File: config.mk
export PLATFORM = sky130hd
export DESIGN_NAME = ecc_page_ctrl
export DESIGN_NICKNAME = d
export VERILOG_FILES = /design/src/rtl/ecc_pkg.sv /design/src/rtl/ecc_blk_accum.sv /design/src/rtl/ecc_page_ctrl.sv
export SDC_FILE = /design/constraint.sdc
export NUM_CORES = 1
export LEC_CHECK = 0
export BUFFER_PORTS_ARGS = -buffer_cell sky130_fd_sc_hd__buf_4
export CAP_MARGIN = 30
export CORE_ASPECT_RATIO = 0.8
export CORE_MARGIN = 2
export CORE_UTILIZATION = 55
export CTS_CLUSTER_SIZE = 40
export DETAILED_ROUTE_END_ITERATION = 16
export PLACE_DENSITY = 0.73
export SYNTH_ARGS = -nofsm -noshare
export SYNTH_HDL_FRONTEND = slang
export SYNTH_SLANG_ARGS = --single-unit
File: constraint.sdc
create_clock -name clk -period 5.4 [get_ports clk]
set_input_delay 0.81 -clock clk [delete_from_list [all_inputs] [get_ports clk]]
set_output_delay 0.81 -clock clk [all_outputs]
set_load 0.1 [all_outputs]
File: src/rtl/ecc_pkg.sv
// Shared constants, FSM encoding and GF(2^8) helper for the NAND page ECC controller.
package ecc_pkg;

    localparam int         PAGE_BYTES  = 512;
    localparam int         SPARE_BYTES = 16;
    localparam int         BLK_BYTES   = 128;
    localparam int         NUM_BLKS    = PAGE_BYTES / BLK_BYTES;
    localparam logic [8:0] GF_POLY     = 9'h11D;

    localparam int STAT_BUSY   = 0;
    localparam int STAT_DONE   = 1;
    localparam int STAT_CORR   = 2;
    localparam int STAT_UNCORR = 3;

    typedef enum logic [2:0] {
        IDLE,
        ENC_DATA,
        ENC_SPARE,
        DEC_RX,
        DEC_SEARCH,
        DEC_RD,
        DEC_WR,
        DONE
    } state_t;

    // Multiply by alpha (x) modulo the field polynomial.
    function automatic logic [7:0] mul_alpha(input logic [7:0] x);
        return {x[6:0], 1'b0} ^ (x[7] ? GF_POLY[7:0] : 8'h00);
    endfunction

endpackage

File: src/rtl/ecc_blk_accum.sv
// Per-block check-byte accumulator: C0 is the byte parity, C1 the Horner sum in alpha.
module ecc_blk_accum
    import ecc_pkg::*;
(
    input  logic       clk,
    input  logic       reset,
    input  logic       i_clr,
    input  logic       i_en,
    input  logic [7:0] i_data,
    output logic [7:0] o_c0,
    output logic [7:0] o_c1
);

    logic [7:0] r_c0;
    logic [7:0] r_c1;

    always_ff @(posedge clk) begin
        if (reset || i_clr) begin
            r_c0 <= 8'h00;
            r_c1 <= 8'h00;
        end else if (i_en) begin
            r_c0 <= r_c0 ^ i_data;
            r_c1 <= mul_alpha(r_c1) ^ i_data;
        end
    end

    assign o_c0 = r_c0;
    assign o_c1 = r_c1;

endmodule

File: src/rtl/ecc_page_ctrl.sv
// Page ECC controller: encodes SRAM pages to flash with spare check bytes, and decodes
// flash pages into SRAM correcting up to one byte per 128-byte block in place.
module ecc_page_ctrl
    import ecc_pkg::*;
(
    input  logic       clk,
    input  logic       reset,
    input  logic       start,
    input  logic       encoding,
    output logic [7:0] sramDi,
    input  logic [7:0] sramDo,
    output logic [8:0] sramAdrs,
    output logic       sramEnable,
    output logic       sramWE,
    output logic [7:0] flashDi,
    output logic       flashDataValid,
    input  logic [7:0] flashDo,
    output logic [3:0] status,
    output state_t     o_dbg_state
);

    state_t     r_state;
    logic [9:0] r_cnt;
    logic [1:0] r_blk;
    logic [6:0] r_k;
    logic [7:0] r_t;
    logic       r_rd_wait;
    logic [7:0] r_s0 [NUM_BLKS];
    logic [7:0] r_s1 [NUM_BLKS];

    logic [7:0] r_sram_di;
    logic [8:0] r_sram_adrs;
    logic       r_sram_cen;
    logic       r_sram_we;
    logic [7:0] r_flash_di;
    logic       r_flash_vld;
    logic [3:0] r_status;

    logic       w_start_ok;
    logic       w_acc_en;
    logic [8:0] w_acc_idx;
    logic [7:0] w_acc_data;
    logic [7:0] w_c0 [NUM_BLKS];
    logic [7:0] w_c1 [NUM_BLKS];
    logic [3:0] w_spare_sel;
    logic [7:0] w_spare_byte;
    logic [2:0] w_rx_sel;
    logic [7:0] w_s0_cur;
    logic [7:0] w_s1_cur;
    logic       w_clean;
    logic       w_one_zero;
    logic       w_hit;
    logic       w_exhaust;
    logic       w_blk_end;

    assign w_start_ok = start && (r_state == IDLE || r_state == DONE);

    // r_cnt counts edges since the start edge; encode data lags its address by two edges.
    always_comb begin
        w_acc_en   = 1'b0;
        w_acc_idx  = 9'd0;
        w_acc_data = 8'h00;
        if (r_state == ENC_DATA && r_cnt >= 10'd2) begin
            w_acc_en   = 1'b1;
            w_acc_idx  = r_cnt[8:0] - 9'd2;
            w_acc_data = sramDo;
        end else if (r_state == DEC_RX && r_cnt <= 10'd512) begin
            w_acc_en   = 1'b1;
            w_acc_idx  = r_cnt[8:0] - 9'd1;
            w_acc_data = flashDo;
        end
    end

    for (genvar b = 0; b < NUM_BLKS; b++) begin : g_acc
        ecc_blk_accum u_acc (
            .clk    (clk),
            .reset  (reset),
            .i_clr  (w_start_ok),
            .i_en   (w_acc_en && (w_acc_idx[8:7] == 2'(b))),
            .i_data (w_acc_data),
            .o_c0   (w_c0[b]),
            .o_c1   (w_c1[b])
        );
    end

    assign w_spare_sel  = r_cnt[3:0] - 4'd2;
    assign w_spare_byte = w_spare_sel[3] ? 8'hFF :
                          (w_spare_sel[0] ? w_c1[w_spare_sel[2:1]] : w_c0[w_spare_sel[2:1]]);
    assign w_rx_sel     = r_cnt[2:0] - 3'd1;

    assign w_s0_cur   = r_s0[r_blk];
    assign w_s1_cur   = r_s1[r_blk];
    assign w_clean    = (w_s0_cur == 8'h00) && (w_s1_cur == 8'h00);
    assign w_one_zero = (w_s0_cur == 8'h00) ^ (w_s1_cur == 8'h00);
    assign w_hit      = (r_t == w_s1_cur);
    assign w_exhaust  = (r_k == 7'd127);
    assign w_blk_end  = (r_state == DEC_SEARCH &&
                         (w_clean || w_one_zero || (!w_hit && w_exhaust))) ||
                        (r_state == DEC_WR);

    always_ff @(posedge clk) begin
        if (reset) begin
            r_state     <= IDLE;
            r_cnt       <= 10'd0;
            r_blk       <= 2'd0;
            r_k         <= 7'd0;
            r_t         <= 8'h00;
            r_rd_wait   <= 1'b0;
            r_sram_di   <= 8'h00;
            r_sram_adrs <= 9'd0;
            r_sram_cen  <= 1'b1;
            r_sram_we   <= 1'b1;
            r_flash_di  <= 8'h00;
            r_flash_vld <= 1'b0;
            r_status    <= 4'b0000;
            for (int b = 0; b < NUM_BLKS; b++) begin
                r_s0[b] <= 8'h00;
                r_s1[b] <= 8'h00;
            end
        end else begin
            case (r_state)
                IDLE, DONE: begin
                    if (start) begin
                        r_status <= 4'b0001;
                        r_cnt    <= 10'd1;
                        r_blk    <= 2'd0;
                        if (encoding) begin
                            r_state     <= ENC_DATA;
                            r_sram_adrs <= 9'd0;
                            r_sram_cen  <= 1'b0;
                            r_sram_we   <= 1'b1;
                        end else begin
                            r_state <= DEC_RX;
                        end
                    end
                end
                ENC_DATA: begin
                    r_cnt <= r_cnt + 10'd1;
                    if (r_cnt <= 10'd511) begin
                        r_sram_adrs <= r_cnt[8:0];
                    end else begin
                        r_sram_cen <= 1'b1;
                    end
                    if (r_cnt >= 10'd2) begin
                        r_flash_di  <= sramDo;
                        r_flash_vld <= 1'b1;
                    end
                    if (r_cnt == 10'd513) begin
                        r_state <= ENC_SPARE;
                    end
                end
                ENC_SPARE: begin
                    r_cnt <= r_cnt + 10'd1;
                    if (r_cnt == 10'd530) begin
                        r_flash_vld <= 1'b0;
                        r_status    <= 4'b0010;
                        r_state     <= DONE;
                    end else begin
                        r_flash_di <= w_spare_byte;
                    end
                end
                DEC_RX: begin
                    r_cnt <= r_cnt + 10'd1;
                    if (r_cnt <= 10'd512) begin
                        r_sram_adrs <= w_acc_idx;
                        r_sram_di   <= flashDo;
                        r_sram_cen  <= 1'b0;
                        r_sram_we   <= 1'b0;
                    end else begin
                        r_sram_cen <= 1'b1;
                        r_sram_we  <= 1'b1;
                        if (r_cnt <= 10'd520) begin
                            if (w_rx_sel[0]) begin
                                r_s1[w_rx_sel[2:1]] <= w_c1[w_rx_sel[2:1]] ^ flashDo;
                            end else begin
                                r_s0[w_rx_sel[2:1]] <= w_c0[w_rx_sel[2:1]] ^ flashDo;
                            end
                        end
                    end
                    if (r_cnt == 10'd528) begin
                        r_state <= DEC_SEARCH;
                        r_blk   <= 2'd0;
                        r_k     <= 7'd0;
                        r_t     <= r_s0[0];
                    end
                end
                DEC_SEARCH: begin
                    // t walks S0*alpha^k; a hit at step k places the error at j = 127-k.
                    if (!w_clean && !w_one_zero) begin
                        if (w_hit) begin
                            r_sram_adrs <= {r_blk, 7'd127 - r_k};
                            r_sram_cen  <= 1'b0;
                            r_sram_we   <= 1'b1;
                            r_rd_wait   <= 1'b1;
                            r_state     <= DEC_RD;
                        end else if (!w_exhaust) begin
                            r_t <= mul_alpha(r_t);
                            r_k <= r_k + 7'd1;
                        end
                    end
                end
                DEC_RD: begin
                    if (r_rd_wait) begin
                        r_rd_wait  <= 1'b0;
                        r_sram_cen <= 1'b1;
                    end else begin
                        r_sram_di  <= sramDo ^ w_s0_cur;
                        r_sram_cen <= 1'b0;
                        r_sram_we  <= 1'b0;
                        r_state    <= DEC_WR;
                    end
                end
                DEC_WR: begin
                    r_sram_cen <= 1'b1;
                    r_sram_we  <= 1'b1;
                end
                default: r_state <= IDLE;
            endcase

            if (w_blk_end) begin
                if (r_state == DEC_WR || w_one_zero) begin
                    r_status[STAT_CORR] <= 1'b1;
                end
                if (r_state == DEC_SEARCH && !w_clean && !w_one_zero) begin
                    r_status[STAT_UNCORR] <= 1'b1;
                end
                if (r_blk == 2'(NUM_BLKS - 1)) begin
                    r_status[STAT_BUSY] <= 1'b0;
                    r_status[STAT_DONE] <= 1'b1;
                    r_state             <= DONE;
                end else begin
                    r_blk   <= r_blk + 2'd1;
                    r_k     <= 7'd0;
                    r_t     <= r_s0[r_blk + 2'd1];
                    r_state <= DEC_SEARCH;
                end
            end
        end
    end

    assign sramDi         = r_sram_di;
    assign sramAdrs       = r_sram_adrs;
    assign sramEnable     = r_sram_cen;
    assign sramWE         = r_sram_we;
    assign flashDi        = r_flash_di;
    assign flashDataValid = r_flash_vld;
    assign status         = r_status;
    assign o_dbg_state    = r_state;

endmodule

==> flow_summary.ini, run 1 <==
[yosys]
yosysSeqAreaShare = 0.391
syn_avg_cell_area_um2 = 9.32
syn-num-nets = 1258
synth-edff-count = 64
synth_ff_type = dfxtp_1
ys_ff_latch = 191
syn_inst = 1224
synth-async-reset-ratio = 0
yosys_warnings = 0
ys_types = 71
syn_area_um2 = 11400

[place]
port_buffers = 54
dp_hpwl_um = 23200
dp.cells = 1482
globalplace.congestion = 0.927

[worst_setup_path]
crit_path_max_incr_delay_ns = 0.87
path_class = register to register
crit_path_start_kind = register
cp_max_fo = 17
crit_arrival_ns = 4.59
crit_chain = buf_4, mux4_2, nor4_1, nand2_1, ha_1, inv_1, o31ai_2, a211oi_1, buf_4, mux2_2, nor2_1
regToRegStartpoint = r_blk[0]
required_ns = 5.78
critPathLaunch = r_blk[0]
path_common_cell = buf_4
worstSetupEndpointType = register
slowest_stage = dfxtp_1

[timing]
final.setup_skew_ns = 0.0143
slew_headroom = 0.326
drv_slew = 0
tightest_slew_ns = 1.01
min_period_ns = 4.21
fin_tns_setup_ns = 0
clock.fmax_mhz = 237
min_period_over_period = 0.780
finalSetupViolations = 0
grt_setup_unrepaired = false
hold_viol = 0

[clocking]
post_cts_buffers = 0
cts_buffers = 17
cts_tree = done
postCtsResizedCells = 0
cts_sinks = 191
cts.clk_slew.worst_paths_ns = 0.08
hold_buffers = 0
htree_levels = 4
clock_path_buffers = 2
cts_root_buffer = clkbuf_16
insertion_delay_ns = 0.46

[route]
dr.first_iter.drc_count = 1407
via_per_inst = 6.60
drc = 0
dr.pass1.iters = 5
drtAntennaViolNets = 0
routedWlPerCell_um = 22.3
num_vias = 10000
drt_wl_total_um = 33700

[floorplanning]
dieArea_um2 = 21900
start_util = 0.556
io_pins = 55
floorplan.core_area_um2 = 20500
die_w_um = 165
num_rows = 47
dieHeight_um = 133

[cells_and_area]
antenna_cells = 0
layout_commonest_cell = nor2_1
final_cell_mix = 151 x nor2_1, 127 x dfxtp_1, 111 x a21oi_1, 101 x nand2_1, 83 x buf_4
final.fill_count = 1746
syn2layout_area_growth_pct = 11.0
nNetsFinal = 1267
drive_above_1_share = 0.161
fin_cells = 1515

[global_routing]
grt_pass1_vias = 9196
antenna_found_initial = 0
grt_use_total = 0.315
grt_pass1_wl_um = 52500
grt_max_degree = 69
grt-ovfl-total = 0

[pwr]
total_power_mw = 5.16
peakVddDrop_uv = 380
p_leak_nw = 4.51
power_density_nw_per_um2 = 408

[run_status]
status = finished clean

[min_path]
hold_start = flashDi[4]
worst_hold_path_type = register to register

[flow_run]
drv_cap = 0
-- synth_stat cells (3+ instances only) --
| library cell | instances | area (um2) |
|---|---|---|
| o221ai_1 | 11 | 96.3 |
| a211oi_1 | 22 | 165 |
| or4_1 | 20 | 150 |
| and2_1 | 8 | 50.1 |
| ha_1 | 14 | 175 |
| a21o_1 | 10 | 75.1 |
| a311oi_1 | 9 | 78.8 |
| nand3_1 | 37 | 185 |
| and3_1 | 11 | 68.8 |
| mux2i_1 | 25 | 250 |
| mux4_2 | 56 | 1260 |
| nand2b_1 | 4 | 25.0 |
| clkbuf_1 | 67 | 251 |
| buf_1 | 10 | 37.5 |
| nor2_1 | 152 | 571 |
| nor4_1 | 8 | 50.1 |
| nor3b_1 | 3 | 22.5 |
| or2_2 | 4 | 25.0 |
| nor2b_1 | 12 | 75.1 |
| or3_1 | 30 | 188 |
| a21oi_1 | 111 | 556 |
| xor2_1 | 17 | 149 |
| nand2_1 | 102 | 383 |
| buf_6 | 4 | 45.0 |
| a22oi_1 | 8 | 60.1 |
| buf_2 | 14 | 70.1 |
| dfxtp_1 | 127 | 2540 |
| inv_1 | 38 | 143 |
| o2111ai_1 | 3 | 26.3 |
| xnor2_1 | 76 | 666 |
| o211ai_1 | 5 | 37.5 |
| o21ai_0 | 48 | 240 |
| nand4_1 | 10 | 62.6 |
| edfxtp_1 | 64 | 1920 |
| nor3_1 | 17 | 85.1 |
| mux2_2 | 6 | 67.6 |
| a2111oi_0 | 3 | 26.3 |
| o31ai_1 | 16 | 120 |
| a31oi_1 | 3 | 18.8 |
-- routing by layer --
layer | track usage | vias up | share of wire
met5 | 0 | - | 0
met4 | 0.128 | 0 | 0.035
met3 | 0.0793 | 97 | 0.11
met2 | 0.451 | 666 | 0.44
met1 | 0.454 | 4756 | 0.41
li1 | - | 4483 | -
-- worst max-delay path, delay by kind of cell, from the launching register on --
family / cells / cell delay (ns)
flops: 1 / 0.87
fa+ha+maj: 1 / 0.28
simple gates: 3 / 0.50
mux: 2 / 0.92
compound gates: 2 / 0.72
buf+inv: 3 / 0.85
-- final cells by class --
type / instances / area (um2) / share of cell area
clock inverters: 15 / 179 / 0.0141
multi-input cells: 897 / 6390 / 0.505
inverters: 39 / 146 / 0.0116
clock buffers: 17 / 425 / 0.0336
flip-flops and latches: 191 / 4460 / 0.353
repair buffers: 87 / 721 / 0.0569
well taps: 269 / 337 / 0.0266
-- flip-flops by register name, summed over array words and instances (netlist names), 9 cells and up --
register,flops
r_s1,32
sramAdrs,9
g_acc.u_acc.o_c1,32
r_s0,32
g_acc.u_acc.o_c0,32
r_cnt,10
-- report_power, final --
group | switching [mW] | leakage [nW] | internal, mW
registers | 0.110 | 1.69 | 1.57
logic | 1.48 | 2.53 | 0.669
clock network | 0.658 | 0.296 | 0.667
-- logic make-up after synthesis --
kind of cell / Yosys count / share of synthesized area
AND/OR/NAND/NOR: 430 / 0.182
AO/OA/AOI/OAI: 273 / 0.152
flip-flops: 191 / 0.391
buffers and inverters: 136 / 0.0496
XOR/XNOR: 93 / 0.0714
multiplexers: 87 / 0.138
adder cells (fa/ha/maj): 14 / 0.0154
-- final timing paths --
| path | end | depth (start not counted) | slack [ns] |
|---|---|---|---|
| hold reg to reg | flashDi[4] | 2 | 0.46 |
| setup reg to reg | r_blk[0] | 11 | 1.19 |
| setup / recovery | r_blk[0] | 11 | 1.19 |
| hold / removal | flashDi[4] | 2 | 0.46 |
-- stage by stage --
step                 util  instance area, um2  hold WS (ns)  setup slack (ns)
global route        0.617               12700         0.491             0.954
CTS                 0.616               12600         0.461              1.24
finish              0.617               12700         0.458              1.19
detailed placement  0.586               12000         0.450              1.30
floorplan               -               11400         0.454              1.96
global placement    0.583               12000         0.443              1.42
Note: power is estimated with default switching activity, not from simulation.
==> inputs of run 2 (changes only) <==
clock period = 3.92 ns   (was 5.4 ns; I/O delays follow)
==> run 2 against run 1 <==
Clock-buffer cell count stayed put. Critical path depth is 1 lower. Clock skew increased by 0.00081 ns. Largest power group unchanged. Highest routed layer unchanged.
==> flow_summary.ini, run 2 (synthesized netlist as in run 1, its figures left out) <==
[route]
drt_wl_total_um = 34500
via_per_inst = 6.57
dr.pass1.iters = 5
routedWlPerCell_um = 22.5
drc = 0
num_vias = 10000
drtAntennaViolNets = 0
dr.first_iter.drc_count = 1363

[place]
globalplace.congestion = 0.975
dp.cells = 1496
port_buffers = 54
dp_hpwl_um = 24000
dpl_cell_area_um2 = 12100

[clocking]
postCtsResizedCells = 0
cts_buffers = 17
htree_levels = 4
cts.clk_slew.worst_paths_ns = 0.08
cts_root_buffer = clkbuf_16
clock_path_buffers = 2
cts_sinks = 191
insertion_delay_ns = 0.45
cts_tree = done
post_cts_buffers = 0
hold_buffers = 0

[pwr]
switchingPower_mw = 3.08
clock_power_share = 0.249
p_seq_frac = 0.325
peakVddDrop_uv = 698
power_density_nw_per_um2 = 555
switching_share = 0.437
p_int_mw = 3.96
p_leak_nw = 4.55
p_comb_frac = 0.426

[timing]
final.setup_skew_ns = 0.0151
fin_tns_setup_ns = 0
tightest_slew_ns = 0.946
slew_headroom = 0.369
min_period_ns = 3.44
holdWs_ns = 0.458
clock.fmax_mhz = 291
drv_slew = 0
grt_setup_unrepaired = false
finalSetupViolations = 0
min_period_over_period = 0.878
hold_viol = 0

[min_path]
worst_hold_path_type = register to register
min_to = flashDi[5]
min_path_cells = 2
hold_start = flashDi[5]

[worst_setup_path]
worstSetupEndpointType = register
path_class = register to register
r2r_cells = 10
crit_path_max_incr_delay_ns = 0.58
crit_path_start_kind = register
required_ns = 4.26
reg2reg_to = r_t[1]
cp_max_fo = 20
crit_arrival_ns = 3.78
slowest_stage = mux4_2
regToRegStartpoint = r_blk[0]
crit_chain = buf_4, mux4_2, nor4_1, nand2_1, ha_1, inv_1, o31ai_2, a21oi_1, nand2b_1, a311oi_1
rrSetupSlack_ns = 0.48

[global_routing]
antenna_found_initial = 0
grt_use_total = 0.326
grt_max_degree = 48
grtUsageMet2 = 0.489
grt.busiest_layer = met2
grt_pass1_wl_um = 54300
met1_usage = 0.464
met3_usage = 0.0639
grt_pass1_vias = 9568
grt-ovfl-total = 0

[floorplanning]
dieHeight_um = 133
num_rows = 47
die_w_um = 165
floorplan.core_area_um2 = 20500
dieArea_um2 = 21900
start_util = 0.556
io_pins = 55

[cells_and_area]
layout_commonest_cell = nor2_1
antenna_cells = 0
fin_cells = 1529
final_util = 0.618
syn2layout_area_growth_pct = 11.2
fin_area_um2 = 12700
final_cell_mix = 151 x nor2_1, 127 x dfxtp_1, 111 x a21oi_1, 101 x nand2_1, 100 x buf_4
nNetsFinal = 1281
drive_above_1_share = 0.169

[flow_run]
drv_cap = 0

[run_status]
status = finished clean
-- run 2: final cells by class --
| cell class | instances | area, um2 |
|---|---|---|
| repair buffers | 101 | 771 |
| inverters | 39 | 146 |
| well taps | 269 | 337 |
| clock buffers | 17 | 425 |
| clock inverters | 15 | 156 |
| flip-flops and latches | 191 | 4460 |
| fillers | 1727 | 7830 |
| multi-input cells | 897 | 6390 |
-- run 2: power groups by stage --
stage | Clock (mW) | Combinational [mW] | Sequential [mW]
finish | 1.76 | 3.00 | 2.29
global route | 1.84 | 3.19 | 2.30
CTS | 1.77 | 2.94 | 2.28
detailed placement | 0 | 2.92 | 2.33
global placement | 0 | 2.90 | 2.32
floorplan | 0 | 1.65 | 2.78
-- run 2: worst max path at each step --
| stage | cells past startpoint | from | slack [ns] | end |
|---|---|---|---|---|
| 2_1_floorplan | 12 | r_blk[0] | 0.48 | r_k[5] |
| 3_3_place_gp | 9 | r_cnt[1] | 0.64 | g_acc[1].u_acc.o_c0[0] |
| 3_5_place_dp | 10 | r_blk[0] | 0.57 | r_t[1] |
| 4_1_cts | 10 | r_blk[0] | 0.50 | r_t[1] |
| 5_1_grt | 10 | r_blk[0] | 0.21 | r_t[1] |
| 6_report | 10 | r_blk[0] | 0.48 | r_t[1] |
-- run 2: critical path, delay by kind of cell, from the launching register on --
kind,cells,cell delay [ns]
AO/OA/AOI/OAI,3,0.90
AND/OR/NAND/NOR,3,0.83
buffers and inverters,2,0.44
adder cells (fa/ha/maj),1,0.27
multiplexers,1,0.58
flip-flops,1,0.31
-- run 2: through the flow --
step                setup slack (ns)  power [mW]
floorplan                      0.477        4.43
global placement               0.641        5.22
detailed placement             0.565        5.25
CTS                            0.498        7.00
global route                   0.211        7.33
finish                         0.479        7.04
-- run 2: routing by layer --
metal,routed length [um],share of wire
met3,3770,0.11
met4,1250,0.036
met5,0,0
met1,14300,0.41
met2,15200,0.44
==> inputs of run 3 (changes only) <==
SYNTH_HIERARCHICAL = 1   (was unset)
==> run 3 against run 2 <==
Clock power barely moved. Die area is 3.8% lower. Critical endpoint is now r_k[2]. Clock-buffer cell count is 2 higher. Synthesized cell count down 10%. Clock skew decreased by 0.0027 ns.
==> flow_summary.ini, run 3 <==
[floorplanning]
dieHeight_um = 130
die_w_um = 162
floorplan.core_area_um2 = 19700
num_rows = 46
start_util = 0.557
io_pins = 55
dieArea_um2 = 21100

[yosys]
synth-async-reset-ratio = 0
yosysMostFrequentCell = nor2_1
synthTopCellsByCount = 199 x nor2_1, 127 x dfxtp_1, 78 x nand2_1
yosysSeqAreaShare = 0.407
syn_avg_cell_area_um2 = 10.0
yosys.area.top_type_share = 0.232
syn_area_um2 = 11000
synth_ff_type = dfxtp_1
yosys_warnings = 6
synth-edff-count = 64
syn_inst = 1096
ys_ff_latch = 191
syn-num-nets = 1130
yosys.area.top_type = dfxtp_1
synthTopCellsByArea = dfxtp_1 23%, edfxtp_1 18%, mux4_2 10%
ys_types = 74

[place]
dpl_cell_area_um2 = 11600
globalplace.congestion = 0.966
place_ws_ns = 0.565
port_buffers = 54
dp_hpwl_um = 22500
dp.cells = 1377

[clocking]
insertion_delay_ns = 0.45
cts_tree = done
cts_sinks = 191
clock_path_buffers = 2
htree_levels = 4
cts_root_buffer = clkbuf_16
cts_buffers = 17
post_cts_buffers = 0
postCtsResizedCells = 0
hold_buffers = 0
cts.clk_slew.worst_paths_ns = 0.07

[cells_and_area]
final_cell_mix = 199 x nor2_1, 127 x dfxtp_1, 92 x buf_4, 78 x nand2_1, 70 x xnor2_1
fin_area_um2 = 12200
drive_above_1_share = 0.175
nNetsFinal = 1166
fin_cells = 1409
antenna_cells = 0
syn2layout_area_growth_pct = 11.3
layout_commonest_cell = nor2_1

[timing]
clock.fmax_mhz = 284
grt_setup_unrepaired = false
min_period_ns = 3.53
slew_headroom = 0.334
setup_slack_ns = 0.394
fin_tns_setup_ns = 0
finalSetupViolations = 0
hold_viol = 0
drv_slew = 0
holdWs_ns = 0.459
final.setup_skew_ns = 0.0125
min_period_over_period = 0.899
tightest_slew_ns = 0.986

[run_status]
status = finished clean

[worst_setup_path]
path_buf_inv = 2
cp_max_fo = 20
worstSetupEndpointType = register
crit_arrival_ns = 3.84
crit_family = simple AND/OR/NAND/NOR gates
path_common_cell = a21oi_1
crit_chain = mux4_2, nor4_1, nand2_1, ha_1, inv_1, a21oi_1, a21oi_1, buf_4, or2_0, a311oi_1
crit_path_max_incr_delay_ns = 0.82
path_class = register to register
crit_path_start_kind = register
required_ns = 4.24
slowest_stage = dfxtp_1

[flow_run]
drv_cap = 0

[route]
drtAntennaViolNets = 0
drt_wl_total_um = 31200
dr.pass1.iters = 5
num_vias = 9041
drc = 0
dr.first_iter.drc_count = 1191
routedWlPerCell_um = 22.2
via_per_inst = 6.42

[pwr]
p_leak_nw = 4.47
peakVddDrop_uv = 386
power_density_nw_per_um2 = 549

[global_routing]
grt_pass1_wl_um = 48600
antenna_found_initial = 0
grt-ovfl-total = 0
grt_max_degree = 34
grt_pass1_vias = 8424
grt_use_total = 0.304

[min_path]
worst_hold_path_type = register to register
run 3: changes by cell type after synthesis, sizes merged, moves of 23 or more:
cell | before | now
clkbuf | 67 | 44
or3 | 30 | 6
a21oi | 111 | 42
nor2 | 152 | 200
nand2 | 102 | 78
xor2 | 17 | 40
run 3: logic make-up after synthesis:
family,count (synthesis),share of synthesized area
multiplexers,89,0.148
flip-flops,191,0.407
adder cells (fa/ha/maj),15,0.0169
AO/OA/AOI/OAI,195,0.127
buffers and inverters,94,0.0409
AND/OR/NAND/NOR,402,0.172
XOR/XNOR,110,0.0879
run 3: path summary, 6_finish.rpt:
path / depth (start not counted) / endpoint / from / slack [ns]
max: 10 / r_k[2] / r_blk[1] / 0.39
min: 2 / status[2] / status[2] / 0.46
max reg2reg: 10 / r_k[2] / r_blk[1] / 0.39
min reg2reg: 2 / status[2] / status[2] / 0.46
run 3: routing by layer:
metal  vias up  GRT usage  wire (um)
li1       4063          -          -
met2       546      0.449      13600
met3        59     0.0817       3700
met4         0      0.108        768
met1      4373      0.432      13200
met5         -          0          0
run 3: through the flow:
stage                     utilization  power [mW]
after floorplan                     -        4.28
after global placement          0.589        4.90
after detailed placement        0.590        4.94
after CTS                       0.620        6.68
after global routing            0.620        6.96
final                           0.620        6.70
run 3: layout make-up:
cell class              count  area [um2]
fillers                  1629        7480
well taps                 264         330
clock buffers              19         454
multi-input cells         811        6060
flip-flops and latches    191        4460
inverters                  19        71.3
clock inverters            13         135
repair buffers             92         691
run 3: report_power, final:
part           internal (mW)  total (mW)  switching (mW)
Clock                  0.891        1.77           0.877
Combinational          0.859        2.66            1.80
Sequential              2.17        2.28           0.110
run 3: worst reg2reg max path, stage by stage (launching register included):
cell and delay [ns]:
dfxtp_1 0.82, mux4_2 0.45, nor4_1 0.46, nand2_1 0.18
ha_1 0.31, inv_1 0.14, a21oi_1 0.11, a21oi_1 0.20
buf_4 0.25, or2_0 0.38, a311oi_1 0.09
